===== src/rtl/jt10_mix_pkg.sv =====
// jt10_mix_pkg: shared FSM state type and gain fixed-point constants for the mixer
package jt10_mix_pkg;
  typedef enum logic [1:0] {IDLE, ACC, OUT} state_e;
  localparam int GAIN_UNITY = 'h10;
  localparam int GAIN_FRAC = 4;
endpackage


===== src/rtl/jt10_mix_sat.sv =====
// jt10_mix_sat: clamps a signed WIN-bit value to the signed WOUT-bit range
module jt10_mix_sat #(
  parameter int WIN = 25,
  parameter int WOUT = 16
) (
  input  logic signed [WIN-1:0]  din_i,
  output logic signed [WOUT-1:0] dout_o,
  output logic                   ovf_o
);
  logic [WIN-WOUT:0] hi;
  // value fits only when every bit above the output MSB matches the sign
  assign hi = din_i[WIN-1:WOUT-1];
  assign ovf_o = !(&hi || !(|hi));
  assign dout_o = ovf_o ? {din_i[WIN-1], {(WOUT-1){~din_i[WIN-1]}}} : din_i[WOUT-1:0];
endmodule


===== src/rtl/jt10_mixer.sv =====
// jt10_mixer: sequential stereo mixer, one source multiply-accumulate per cen cycle
module jt10_mixer
  import jt10_mix_pkg::*;
#(
  parameter int NSRC = 4,
  parameter int WI = 16,
  parameter int WO = 16,
  parameter int GW = 8,
  localparam int IW = NSRC > 1 ? $clog2(NSRC) : 1
) (
  input  logic                 clk,
  input  logic                 rst,
  input  logic                 cen,
  input  logic                 sample,
  input  logic [NSRC*WI-1:0]   src_l,
  input  logic [NSRC*WI-1:0]   src_r,
  input  logic [NSRC-1:0]      src_en,
  input  logic                 gain_we,
  input  logic [IW-1:0]        gain_addr,
  input  logic [GW-1:0]        gain_din,
  output logic signed [WO-1:0] snd_left,
  output logic signed [WO-1:0] snd_right,
  output logic                 snd_sample,
  output logic                 busy,
  output logic                 ovf,
  output logic                 drop,
  input  logic                 flag_clr
);
  localparam int AW = WI + GW + $clog2(NSRC) + 1;
  localparam logic [IW-1:0] LAST = IW'(NSRC - 1);
  state_e state_q, state_d;
  logic [IW-1:0] idx_q, idx_d;
  logic signed [AW-1:0] accl_q, accl_d, accr_q, accr_d, pl, pr, shl, shr;
  logic signed [WI-1:0] fl_q [NSRC];
  logic signed [WI-1:0] fr_q [NSRC];
  logic [GW-1:0] gain_q [NSRC];
  logic [GW-1:0] fg_q [NSRC];
  logic [NSRC-1:0] fen_q;
  logic signed [WO-1:0] satl, satr, left_q, right_q;
  logic ovl, ovr, load, emit, sample_q, ovf_q, drop_q;
  // gains are unsigned, so widen with a zero MSB before the signed multiply
  assign pl = AW'(fl_q[idx_q]) * AW'($signed({1'b0, fg_q[idx_q]}));
  assign pr = AW'(fr_q[idx_q]) * AW'($signed({1'b0, fg_q[idx_q]}));
  assign shl = accl_q >>> GAIN_FRAC;
  assign shr = accr_q >>> GAIN_FRAC;
  jt10_mix_sat #(.WIN(AW), .WOUT(WO)) u_sat_l (.din_i(shl), .dout_o(satl), .ovf_o(ovl));
  jt10_mix_sat #(.WIN(AW), .WOUT(WO)) u_sat_r (.din_i(shr), .dout_o(satr), .ovf_o(ovr));
  always_comb begin
    state_d = state_q;
    idx_d = idx_q;
    accl_d = accl_q;
    accr_d = accr_q;
    load = 1'b0;
    emit = 1'b0;
    if (cen) begin
      case (state_q)
        IDLE: if (sample) begin
          state_d = ACC;
          idx_d = '0;
          accl_d = '0;
          accr_d = '0;
          load = 1'b1;
        end
        ACC: begin
          accl_d = accl_q + (fen_q[idx_q] ? pl : '0);
          accr_d = accr_q + (fen_q[idx_q] ? pr : '0);
          idx_d = idx_q + 1'b1;
          state_d = idx_q == LAST ? OUT : ACC;
        end
        OUT: begin
          emit = 1'b1;
          state_d = IDLE;
        end
        default: state_d = IDLE;
      endcase
    end
  end
  always_ff @(posedge clk) begin
    if (rst) begin
      state_q <= IDLE;
      idx_q <= '0;
      accl_q <= '0;
      accr_q <= '0;
      left_q <= '0;
      right_q <= '0;
      sample_q <= 1'b0;
      ovf_q <= 1'b0;
      drop_q <= 1'b0;
      for (int i = 0; i < NSRC; i++) gain_q[i] <= GW'(GAIN_UNITY);
    end else begin
      state_q <= state_d;
      idx_q <= idx_d;
      accl_q <= accl_d;
      accr_q <= accr_d;
      left_q <= emit ? satl : left_q;
      right_q <= emit ? satr : right_q;
      sample_q <= emit;
      ovf_q <= (emit && (ovl || ovr)) || (ovf_q && !flag_clr);
      drop_q <= (sample && busy) || (drop_q && !flag_clr);
      if (gain_we && 32'(gain_addr) < NSRC) gain_q[gain_addr] <= gain_din;
    end
  end
  always_ff @(posedge clk) begin
    if (load) begin
      fen_q <= src_en;
      for (int i = 0; i < NSRC; i++) begin
        fl_q[i] <= src_l[i*WI +: WI];
        fr_q[i] <= src_r[i*WI +: WI];
        fg_q[i] <= gain_q[i];
      end
    end
  end
  assign busy = state_q != IDLE;
  assign snd_left = left_q;
  assign snd_right = right_q;
  assign snd_sample = sample_q;
  assign ovf = ovf_q;
  assign drop = drop_q;
endmodule

===== config.mk =====
export PLATFORM = sky130hd
export DESIGN_NAME = jt10_mixer
export DESIGN_NICKNAME = d
export VERILOG_FILES = /design/src/rtl/jt10_mix_pkg.sv /design/src/rtl/jt10_mix_sat.sv /design/src/rtl/jt10_mixer.sv
export SDC_FILE = /design/constraint.sdc
export NUM_CORES = 1
export LEC_CHECK = 0
export ABC_CLOCK_PERIOD_IN_PS = 13500
export CAP_MARGIN = 30
export CORE_MARGIN = 2
export CORE_UTILIZATION = 60
export DETAILED_ROUTE_END_ITERATION = 12
export PLACE_DENSITY = 0.82
export RECOVER_POWER = 100
export SLEW_MARGIN = 10
export SYNTH_ARGS = -nofsm -noshare
export SYNTH_HDL_FRONTEND = slang
export SYNTH_SLANG_ARGS = --single-unit

===== constraint.sdc =====
create_clock -name clk -period 13.5 [get_ports clk]
set_input_delay 2.7 -clock clk [delete_from_list [all_inputs] [get_ports clk]]
set_output_delay 2.7 -clock clk [all_outputs]
set_load 0.01 [all_outputs]

-- Word-level counts from Yosys, hierarchy flattened
Memory sizes are Yosys's and may differ from the RTL's. A register that Yosys moved wholly into a read port is not among the register bits.
Cells that the tools add are included.
- add/subtract/negate cells: 3
- multipliers: 2
- magnitude comparators: 1
- equality and inequality tests: 4
- mux-type cells: 35
- bitwise logic cells: 2
- reduce and logical (&&, ||, !) cells: 24
- operators by type and width (kind ; number):
    27-bit case mux with 2 select lines ; 2
    27-bit two-way mux ; 3
    27-bit adder ; 2
    16-bit by 9-bit multiplier with 25-bit output ; 2
    16-bit two-way mux ; 2
    8-bit OR reduction ; 3
    2-bit two-way mux ; 10
    8-bit AND reduction ; 2
    1-bit two-way mux ; 14
    8-bit two-way mux ; 1
    2-bit case mux with 2 select lines ; 2
    1-bit zero test ; 5
    1-bit logical OR ; 5
    2-bit equality test, second input constant ; 2
    1-bit logical AND ; 4
    2-bit nonzero test ; 2
    2-bit by 3-bit < comparator with 1-bit output, second input constant ; 1
    3-bit AND reduction ; 1
    2-bit by 1-bit adder with 2-bit output, second input constant ; 1
    1-bit binary-select mux with 2-bit select ; 1
    2-bit by 1-bit equality test with 1-bit output, second input constant ; 1
    2-bit zero test ; 1
    2-bit inequality test, second input constant ; 1
    1-bit inverter ; 2
    2-bit AND reduction ; 1
- flip-flop bits (word level): 97
- RAM bits: 192
- input bits: 148
- output and inout bits: 36
- word-level logic and storage cells: 85
- memories: 4
- memory list (memory ; depth ; width ; rd ports ; clocked after Yosys merged registers in ; write ports ; RTL line ; source):
    fl_q ; 4 ; 16 ; 1 ; 1 ; 4 ; jt10_mixer.sv:34 ; logic signed [WI-1:0] fl_q [NSRC];
    fr_q ; 4 ; 16 ; 1 ; 1 ; 4 ; jt10_mixer.sv:35 ; logic signed [WI-1:0] fr_q [NSRC];
    fg_q ; 4 ; 8 ; 1 ; 1 ; 4 ; jt10_mixer.sv:37 ; logic [GW-1:0] fg_q [NSRC];
    gain_q ; 4 ; 8 ; 4 ; 0 ; 4 ; jt10_mixer.sv:36 ; logic [GW-1:0] gain_q [NSRC];

-- Logic depth before layout (Yosys ltp)
Gate-level depths: netlist of run 1.
- depth after elaboration: 7
- gate-level depth with buffers: 38

-- By module
A second synthesis of run 1 with hierarchy kept.
- cells, all modules: 2292
- area, all modules: 22785.6 µm²
- by module, submodules not included (module ; instances ; cells each ; area an instance (µm²)):
    jt10_mixer ; 1 ; 2208 ; 22222.6
    jt10_mix_sat ; 2 ; 42 ; 281.5

-- Worst setup path after synthesis of run 1
No wires, ideal clock.
- path type: in2reg
- start point: input port cen
- end point: register fen_q[0], enable pin
- data arrival time: 9.636 ns
- data required time: 12.805 ns
- path slack: 3.169 ns
- stages on the path: 2
- buffers on the path: 0
- cell sequence: nand2_1 -> nor2_1
- cells in the longest elaborated chain, start to end: 1
- ends and longest elaborated chain (what ; RTL line ; source):
    from (decl) ; jt10_mixer.sv:13 ; input logic cen,
    1-bit two-way mux ; jt10_mixer.sv:55 ; if (cen) begin
    via load ; jt10_mixer.sv:40 ; logic ovl, ovr, load, emit, sample_q, ovf_q, drop_q;
    to (signal assigned) ; jt10_mixer.sv:105 ; fen_q <= src_en;
    to (decl) ; jt10_mixer.sv:38 ; logic [NSRC-1:0] fen_q;
The timed path passes the listed nets, and every way through them passes these cells.
A chain may end at the register's enable or synchronous reset.

==> impl_metrics.json, run 1 <==
{
  "gr-total-overflow": 0,
  "leakagePower_uw": 0.0114,
  "hold_path_class": "reg2reg",
  "ant_nets": 0,
  "setup_violations": 0,
  "h-tree-depth": 1,
  "synth_area_leaders": "edfxtp_1 26%, fa_1 18%, dfxtp_1 8.5%, ha_1 8.5%, inv_1 5.8%",
  "clk_pin_slew_ps": 60,
  "avgRoutedWirePerCell_um": 17.6,
  "numCtsBuffers": 30,
  "peakVddDrop_mv": 0.147,
  "clock_skew_ps": 10.6,
  "drt_wl_total_um": 50000,
  "first_pass_iters": 5,
  "maxCapViolCount": 7,
  "yosysMostFrequentCell": "inv_1",
  "use_met1_pct": 34.5,
  "worstMarginPinSlew_ps": 3890,
  "final_nets": 2858,
  "slowest_stage": "clkbuf_1",
  "dp.cells": 2786,
  "initial_core_util_pct": 61.0,
  "place_ws_ps": 4890,
  "cts_tree": "done",
  "grt_use_met3_pct": 3.67,
  "drtIter0Drc": 901,
  "powerDensity_mw_per_mm2": 204,
  "seqPwrFrac_pct": 20.1,
  "slew_headroom_pct": -159,
  "gr-usage-all-layers_pct": 26.1,
  "timing.final.crit_period_ps": 10450,
  "cts_setup_buffers": 0,
  "place_congestion": 0.898,
  "clockPowerShare_pct": 15.9,
  "rsz0062_at_grt": "no",
  "antenna_found_initial": 5,
  "crit_path_end_kind": "flip-flop",
  "min-delay-start": "gain_q[1][3]",
  "swShare_pct": 44.7,
  "grt-busiest-layer": "met2",
  "synth-edff-count": 196,
  "drv_slew": 348,
  "netlist_area_mm2": 0.0224,
  "fillCellCount": 2725,
  "port_buffers": 183,
  "coreArea_mm2": 0.0367,
  "arrival_ps": 10910,
  "fmax_mhz": 95.7,
  "ys_warn_count": 0,
  "io_pins": 184,
  "crit_fanout": 39,
  "dr_total_vias": 16100,
  "synthArstFlopShare_pct": 0,
  "place_hpwl_um": 38600,
  "core.rowCount": 70,
  "die_h_um": 197,
  "synth-main-ff-cell": "edfxtp_1",
  "status": "complete, but fails checks",
  "period_share_pct": 77.4,
  "synthesis.nets": 2696,
  "clockBufferDepth": 3,
  "ctsRootBufferMaster": "clkbuf_16",
  "drc_errors": 0,
  "synthTopCellsByCount": "344 x inv_1, 225 x nand2_1, 206 x fa_1",
  "final_cell_count_no_fill": 2847,
  "crit_type": "reg2reg",
  "viasPerCell": 5.67,
  "post_cts_resized": 0,
  "grt_pass1_wl_um": 81700,
  "required_ps": 13960,
  "timing.final.ws_setup_ps": 3050,
  "critPathTopFamily": "adder cells",
  "finalHoldViolations": 0,
  "internal_power_uw": 2890,
  "violations": "max-capacitance violations, max-slew violations",
  "final_util_pct": 69.8,
  "pwr-share-comb_pct": 64.0,
  "syn_to_final_growth_pct": 14.3,
  "die_area_mm2": 0.0389,
  "clk_latency_ps": 570,
  "path_buf_inv": 4,
  "avgSynthCellArea_um2": 10.2,
  "grt_util_met2_pct": 45.3,
  "tns_ps": 0,
  "die_w_um": 197,
  "p_switching_uw": 2330,
  "synth-seq-cells": 291,
  "seq_area_frac_synth_pct": 34.8,
  "cts_num_sinks": 291,
  "ctsHoldBuffers": 0,
  "finalPower_uw": 5220,
  "synth.largest_area_cell": "edfxtp_1",
  "grt_max_degree": 92,
  "synth_top_area_share_pct": 26.3,
  "slowest_delay_ps": 2020,
  "synthCells": 2190,
  "critPathLaunchType": "flip-flop",
  "synth_cell_types": 72,
  "grt_pass1_vias": 16700,
  "drive_above_1_share_pct": 5.18
}
## flip-flops by register name (all words and copies together) (netlist names), named ones only
name,flops
idx_q,2
fr_q,64
gain_q,32
fg_q,32
drop,1
accl_q,27
ovf,1
fl_q,64
snd_sample,1
fen_q,4
snd_right,16
snd_left,16
state_q,2
accr_q,27
## metal layers
metal / up-vias / wire length [um]
met4: 0 / 1080
met3: 72 / 3060
met1: 7907 / 21400
met5: - / 0
met2: 522 / 24400
li1: 7638 / -
## layout by cell type (no fill, tap or decap), types with 12 or more instances in the layout
cell | Yosys | routed
a21oi_1 | 104 | 104
o211ai_1 | 30 | 30
nor2_1 | 165 | 164
a22oi_1 | 34 | 34
mux2_2 | 14 | 14
dfxtp_1 | 95 | 94
nand2b_1 | 19 | 19
a22o_1 | 17 | 17
nor3_1 | 23 | 22
and2_0 | 0 | 22
xnor2_1 | 49 | 49
nor2b_1 | 34 | 34
a211oi_1 | 17 | 17
a21o_1 | 41 | 41
mux2i_1 | 14 | 14
o21ai_0 | 38 | 41
dlygate4sd3_1 | 0 | 171
fa_1 | 206 | 206
o21bai_1 | 13 | 13
nand3_1 | 22 | 22
inv_1 | 344 | 344
edfxtp_1 | 196 | 196
o21a_1 | 12 | 12
and2_1 | 77 | 55
xor2_1 | 33 | 33
clkbuf_16 | 0 | 30
mux4_2 | 28 | 28
ha_1 | 152 | 152
nand2_1 | 225 | 225
## final timing paths
check | endpoint | slack (ps) | cells after the start
worst max-delay path | accl_q[25] | 3050 | 31
worst min register to register | fg_q[1][3] | 420 | 0
worst min-delay path | fg_q[1][3] | 420 | 0
worst max register to register | accl_q[25] | 3050 | 31
## worst register-to-register path, delay by kind of cell (launching register included)
kind	cells	cell delay, ps
AO/OA/AOI/OAI	14	2670
XOR/XNOR	2	300
adder cells (fa/ha/maj)	7	3120
buffers and inverters	4	2180
flip-flops	1	690
multiplexers	1	1080
AND/OR/NAND/NOR	3	310
## final cells by class
type	instances	area [um^2]	share of cell area [%]
multi-input combinational	1482	13000	50.7
sequential	291	7790	30.4
timing repair buffer	203	1970	7.68
inverter	344	1290	5.04
clock buffer	34	766	2.99
tap	468	586	2.29
clock inverter	20	218	0.850
antenna	5	12.5	0.0489
## through the flow
stage | area (um^2) | hold WS (ps)
after global placement | 24700 | 401
after CTS | 25700 | 418
after global routing | 25600 | 425
final | 25600 | 418
after floorplan | 22400 | 400
after detailed placement | 24700 | 405
## power groups by stage
stage | sequential, uW | clock [uW] | combinational, uW
after floorplan | 1050 | 0 | 2620
after global placement | 1060 | 0 | 3180
after detailed placement | 1060 | 0 | 3320
after CTS | 1040 | 843 | 3340
after global routing | 1050 | 878 | 3760
final | 1050 | 828 | 3340
## kinds of logic after synthesis
kind of cell | after synthesis | synth area share, %
simple gates | 621 | 12.8
flops | 291 | 34.8
fa+ha+maj | 359 | 27.0
compound gates | 364 | 11.1
buf+inv | 417 | 6.99
mux | 56 | 4.15
xor+xnor | 82 | 3.21
Power figures use the tool's default switching activity.
==> run 2: changes to the inputs <==
--- a/config.mk
+++ b/config.mk
@@ -5,7 +5,7 @@
 export SDC_FILE = /design/constraint.sdc
 export NUM_CORES = 1
 export LEC_CHECK = 0
-export ABC_CLOCK_PERIOD_IN_PS = 13500
+export ABC_CLOCK_PERIOD_IN_PS = 10250
 export CAP_MARGIN = 30
 export CORE_MARGIN = 2
 export CORE_UTILIZATION = 60
==> constraint.sdc (replaced) <==
create_clock -name clk -period 10.25 [get_ports clk]
set_input_delay 2.05 -clock clk [delete_from_list [all_inputs] [get_ports clk]]
set_output_delay 2.05 -clock clk [all_outputs]
set_load 0.01 [all_outputs]
==> run 2 against run 1 <==
- the flow still finishes with violations (max-capacitance violations, max-slew violations)
- fmax is 14% higher
- wire length increased by 0.29%
- die area stayed put
- non-clock buffer count down 1
- global-route usage rose by 0.089 points
- clock skew grew 6.8 ps
- via count is 0.29% lower
- count of clock-buffer cells in the layout increased by 1
- critical path depth is the same
- clock power up 24%
- critical path type unchanged
==> impl_metrics.json, run 2 (synthesis gave the netlist of run 1 again) <==
{
  "status": "complete, but fails checks",
  "violations": "max-capacitance violations, max-slew violations",
  "setup_violations": 0,
  "die_area_mm2": 0.0389,
  "hold_path_class": "reg2reg",
  "tns_ps": 0,
  "viasPerCell": 5.66,
  "use_met1_pct": 35.6,
  "place_area_mm2": 0.0247,
  "hold_depth": 0,
  "grt_max_degree": 165,
  "cts_setup_buffers": 0,
  "arrival_ps": 9620,
  "path_buf_inv": 3,
  "clk_latency_ps": 590,
  "grt_use_met3_pct": 3.84,
  "ctsHoldBuffers": 0,
  "leakagePower_uw": 0.0113,
  "crit_path_end_kind": "flip-flop",
  "reg2regPathDepth": 31,
  "critPathLaunchType": "flip-flop",
  "worstMarginPinSlew_ps": 4020,
  "peakVddDrop_mv": 0.172,
  "timing.final.crit_period_ps": 9150,
  "io_pins": 184,
  "syn_to_final_growth_pct": 14.2,
  "finalInstanceArea_mm2": 0.0256,
  "swShare_pct": 45.0,
  "drc_errors": 0,
  "post_cts_resized": 0,
  "internal_power_uw": 3730,
  "place_congestion": 0.899,
  "r2r_slack_ps": 1100,
  "initial_core_util_pct": 61.0,
  "cts_tree": "done",
  "final_cell_count_no_fill": 2842,
  "slowest_stage": "dfxtp_1",
  "gr-total-overflow": 0,
  "core.rowCount": 70,
  "holdPathEnd": "fg_q[3][5]",
  "critPathTopFamily": "compound AO/OA/AOI/OAI gates",
  "maxCapViolCount": 5,
  "drt_wl_total_um": 50200,
  "die_h_um": 197,
  "first_pass_iters": 6,
  "drv_slew": 323,
  "ctsRootBufferMaster": "clkbuf_16",
  "dr_total_vias": 16100,
  "gr-usage-all-layers_pct": 26.2,
  "place_hpwl_um": 38500,
  "layout_commonest_cell": "inv_1",
  "clockBufferDepth": 3,
  "seqPwrFrac_pct": 20.4,
  "clock_skew_ps": 17.4,
  "h-tree-depth": 1,
  "crit_type": "reg2reg",
  "min-delay-start": "gain_q[3][5]",
  "antenna_found_initial": 0,
  "diodes": 0,
  "pwr-share-comb_pct": 64.5,
  "slew_headroom_pct": -168,
  "rsz0062_at_grt": "no",
  "final_cell_mix": "344 x inv_1, 225 x nand2_1, 206 x fa_1",
  "finalPower_uw": 6780,
  "grt_pass1_vias": 16700,
  "ant_nets": 0,
  "final_nets": 2857,
  "numCtsBuffers": 30,
  "drive_above_1_share_pct": 5.35,
  "top_regs": "fl_q: 64 flops, fr_q: 64 flops",
  "die_w_um": 197,
  "period_share_pct": 89.3,
  "required_ps": 10720,
  "p_switching_uw": 3050,
  "grt_pass1_wl_um": 82000,
  "cts_num_sinks": 291,
  "powerDensity_mw_per_mm2": 265,
  "port_buffers": 183,
  "dp.cells": 2787,
  "finalHoldViolations": 0,
  "clk_pin_slew_ps": 70,
  "grt-busiest-layer": "met2",
  "drtIter0Drc": 1275,
  "grt_util_met2_pct": 44.4,
  "clockPowerShare_pct": 15.1,
  "crit_fanout": 28,
  "slowest_delay_ps": 1180,
  "coreArea_mm2": 0.0367,
  "avgRoutedWirePerCell_um": 17.6,
  "r2r_end": "accl_q[25]",
  "fmax_mhz": 109
}
==> run 2: cell count changes in the layout (fill, tap and decap cells not counted), moves of 2 or more <==
| cell | before | now |
|---|---|---|
| diode_2 | 5 | 0 |
| bufinv_16 | 4 | 1 |
| clkinv_4 | 0 | 3 |
| and2_0 | 22 | 24 |
| and2_1 | 55 | 53 |
| clkbuf_1 | 11 | 9 |
| clkinv_1 | 7 | 9 |
| clkinv_2 | 3 | 1 |
==> run 2: final cells by class <==
| cell class | instances | area, um^2 |
|---|---|---|
| tap | 468 | 586 |
| inverter | 344 | 1290 |
| fill | 2581 | 11100 |
| clock buffer | 35 | 769 |
| multi-input combinational | 1482 | 13000 |
| timing repair buffer | 202 | 1970 |
| clock inverter | 20 | 159 |
| sequential | 291 | 7790 |
==> run 2: per-stage QoR <==
step / hold WS [ps] / setup WS [ps] / utilization [%]
floorplan: 400 / 569 / -
global placement: 402 / 1940 / 67.3
detailed placement: 405 / 1720 / 67.4
CTS: 417 / 1690 / 69.9
global route: 424 / 608 / 69.7
finish: 417 / 1100 / 69.7
==> run 2: how the worst max path moves through the flow <==
stage	start	endpoint	slack, ps	depth (start not counted)
2_1_floorplan	cen	fen_q[0]	570	2
4_1_cts	flip-flop	accl_q[25]	1690	31
6_report	flip-flop	accl_q[25]	1100	31
3_3_place_gp	flip-flop	accl_q[25]	1940	31
5_1_grt	flip-flop	accl_q[25]	610	31
3_5_place_dp	flip-flop	accl_q[25]	1720	31
==> run 2: power by group through the flow <==
stage | combinational, uW | sequential [uW] | clock (uW)
global route | 4950 | 1390 | 1090
global placement | 4160 | 1400 | 0
floorplan | 3450 | 1390 | 0
finish | 4370 | 1380 | 1030
CTS | 4370 | 1380 | 1040
detailed placement | 4340 | 1400 | 0
==> run 2: per-layer routing <==
metal  up-vias  routed length (um)
met5         -                   0
met1      7709               21500
met2       651               23600
met3        97                3680
li1       7635                   -
met4         0                1330
==> run 3: changes to the inputs <==
==> constraint.sdc (replaced) <==
create_clock -name clk -period 10.25 [get_ports clk]
set_input_delay 3.075 -clock clk [delete_from_list [all_inputs] [get_ports clk]]
set_output_delay 3.075 -clock clk [all_outputs]
set_load 0.01 [all_outputs]
==> run 3 against run 2 <==
- the flow still finishes with violations (max-capacitance violations, max-slew violations)
- worst hold slack worse by 0.95 ps
- critical path type unchanged
- combinational power hardly changed
- wire length up 0.61%
- largest cell class unchanged
==> impl_metrics.json, run 3 (synthesis gave the netlist of run 1 again) <==
{
  "status": "complete, but fails checks",
  "violations": "max-capacitance violations, max-slew violations",
  "ctsRootBufferMaster": "clkbuf_16",
  "slowest_delay_ps": 1270,
  "required_ps": 10700,
  "place_hpwl_um": 39000,
  "final_nets": 2855,
  "clk_latency_ps": 590,
  "cts_setup_buffers": 0,
  "dr_total_vias": 16100,
  "final_util_pct": 69.7,
  "timing.final.crit_period_ps": 8930,
  "grt_pass1_vias": 16600,
  "maxCapViolCount": 4,
  "slew_headroom_pct": -167,
  "clockPowerShare_pct": 15.4,
  "use_met1_pct": 36.5,
  "avgRoutedWirePerCell_um": 17.8,
  "top_regs": "fl_q: 64 flops, fr_q: 64 flops",
  "io_pins": 184,
  "finalHoldViolations": 0,
  "numCtsBuffers": 30,
  "cts_tree": "done",
  "drtIter0Drc": 1028,
  "clk_pin_slew_ps": 60,
  "seqPwrFrac_pct": 20.2,
  "arrival_ps": 9380,
  "fmax_mhz": 112,
  "slowest_stage": "dfxtp_1",
  "clock_skew_ps": 22.4,
  "grt_max_degree": 165,
  "setup_violations": 0,
  "rsz0062_at_grt": "no",
  "coreArea_mm2": 0.0367,
  "final_cell_mix": "344 x inv_1, 225 x nand2_1, 206 x fa_1",
  "syn_to_final_growth_pct": 14.2,
  "grt-busiest-layer": "met2",
  "crit_top_cell": "inv_1",
  "period_share_pct": 87.2,
  "layout_commonest_cell": "inv_1",
  "hold_path_class": "reg2reg",
  "worstMarginPinSlew_ps": 4010,
  "gr-total-overflow": 0,
  "die_h_um": 197,
  "first_pass_iters": 5,
  "tns_ps": 0,
  "grt_use_met3_pct": 3.45,
  "core.rowCount": 70,
  "crit_fanout": 27,
  "critPathLaunchType": "flip-flop",
  "place_congestion": 0.933,
  "powerDensity_mw_per_mm2": 267,
  "post_cts_resized": 0,
  "cts_num_sinks": 291,
  "grt_util_met2_pct": 45.1,
  "peakVddDrop_mv": 0.200,
  "die_w_um": 197,
  "drt_wl_total_um": 50500,
  "fillCellCount": 2658,
  "p_switching_uw": 3070,
  "pwr-share-comb_pct": 64.4,
  "multi_input_area_mm2": 0.0130,
  "leakagePower_uw": 0.0114,
  "clockBufferDepth": 3,
  "die_area_mm2": 0.0389,
  "drive_above_1_share_pct": 5.56,
  "crit_type": "reg2reg",
  "crit_path_end_kind": "flip-flop",
  "antenna_found_initial": 0,
  "ant_nets": 0,
  "diodes": 0,
  "seqCellArea_mm2": 0.00779,
  "drc_errors": 0,
  "drv_slew": 289,
  "internal_power_uw": 3760,
  "swShare_pct": 44.9,
  "port_buffers": 183,
  "initial_core_util_pct": 61.0,
  "grt_pass1_wl_um": 82900,
  "ctsHoldBuffers": 0,
  "h-tree-depth": 1,
  "place_ws_ps": 2040,
  "timing.final.ws_setup_ps": 1320,
  "gr-usage-all-layers_pct": 26.8,
  "viasPerCell": 5.68
}
## run 3: changes by cell type in the layout (fill, tap and decap cells not counted), moves of 2 or more
cell	before	now
clkinvlp_2	2	0
clkinv_1	9	1
and2_0	24	22
clkinv_4	3	1
clkbuf_2	1	5
clkbuf_1	9	12
clkbuf_8	0	3
and2_1	53	55
clkinv_2	1	3
## run 3: area by class of cell
type	count	area share (%)
flip-flops and latches	291	30.4
clock inverters	11	0.460
multi-input cells	1482	50.9
clock buffers	45	3.29
inverters	344	5.05
well taps	468	2.29
repair buffers	200	7.60
## run 3: per-layer routing
layer	share of wire (%)	vias to the layer above
met5	0	-
met4	2.8	0
met3	6.9	95
met2	47	637
met1	43	7772
li1	-	7628
## run 3: stage by stage
step	hold WS (ps)	area, um^2	total power [uW]	std cells
finish	416	25600	6830	2841
global route	423	25600	7470	2841
CTS	418	25700	6830	2840
detailed placement	405	24700	5760	2784
global placement	403	24700	5560	2783
floorplan	400	22400	4840	2190
## run 3: power groups by stage
| stage | Combinational (uW) | Sequential [uW] | Clock (uW) |
|---|---|---|---|
| 2_1_floorplan | 3450 | 1380 | 0 |
| 4_1_cts | 4380 | 1380 | 1070 |
| 3_5_place_dp | 4360 | 1400 | 0 |
| 5_1_grt | 4960 | 1390 | 1110 |
| 6_report | 4400 | 1380 | 1050 |
| 3_3_place_gp | 4160 | 1400 | 0 |
## run 3: final timing paths
path | start | to | slack, ps | cells past startpoint
setup / recovery | flip-flop | accr_q[25] | 1320 | 31
hold / removal | gain_q[2][4] | fg_q[2][4] | 420 | 0
setup reg to reg | flip-flop | accr_q[25] | 1320 | 31
hold reg to reg | gain_q[2][4] | fg_q[2][4] | 420 | 0
## run 3: critical path: cells and delay by family (launching register included)
family	cells	cell delay, ps
simple gates	5	540
xor+xnor	1	170
compound gates	12	3100
fa+ha+maj	6	2390
buf+inv	6	1070
flops	1	1270
mux	1	230
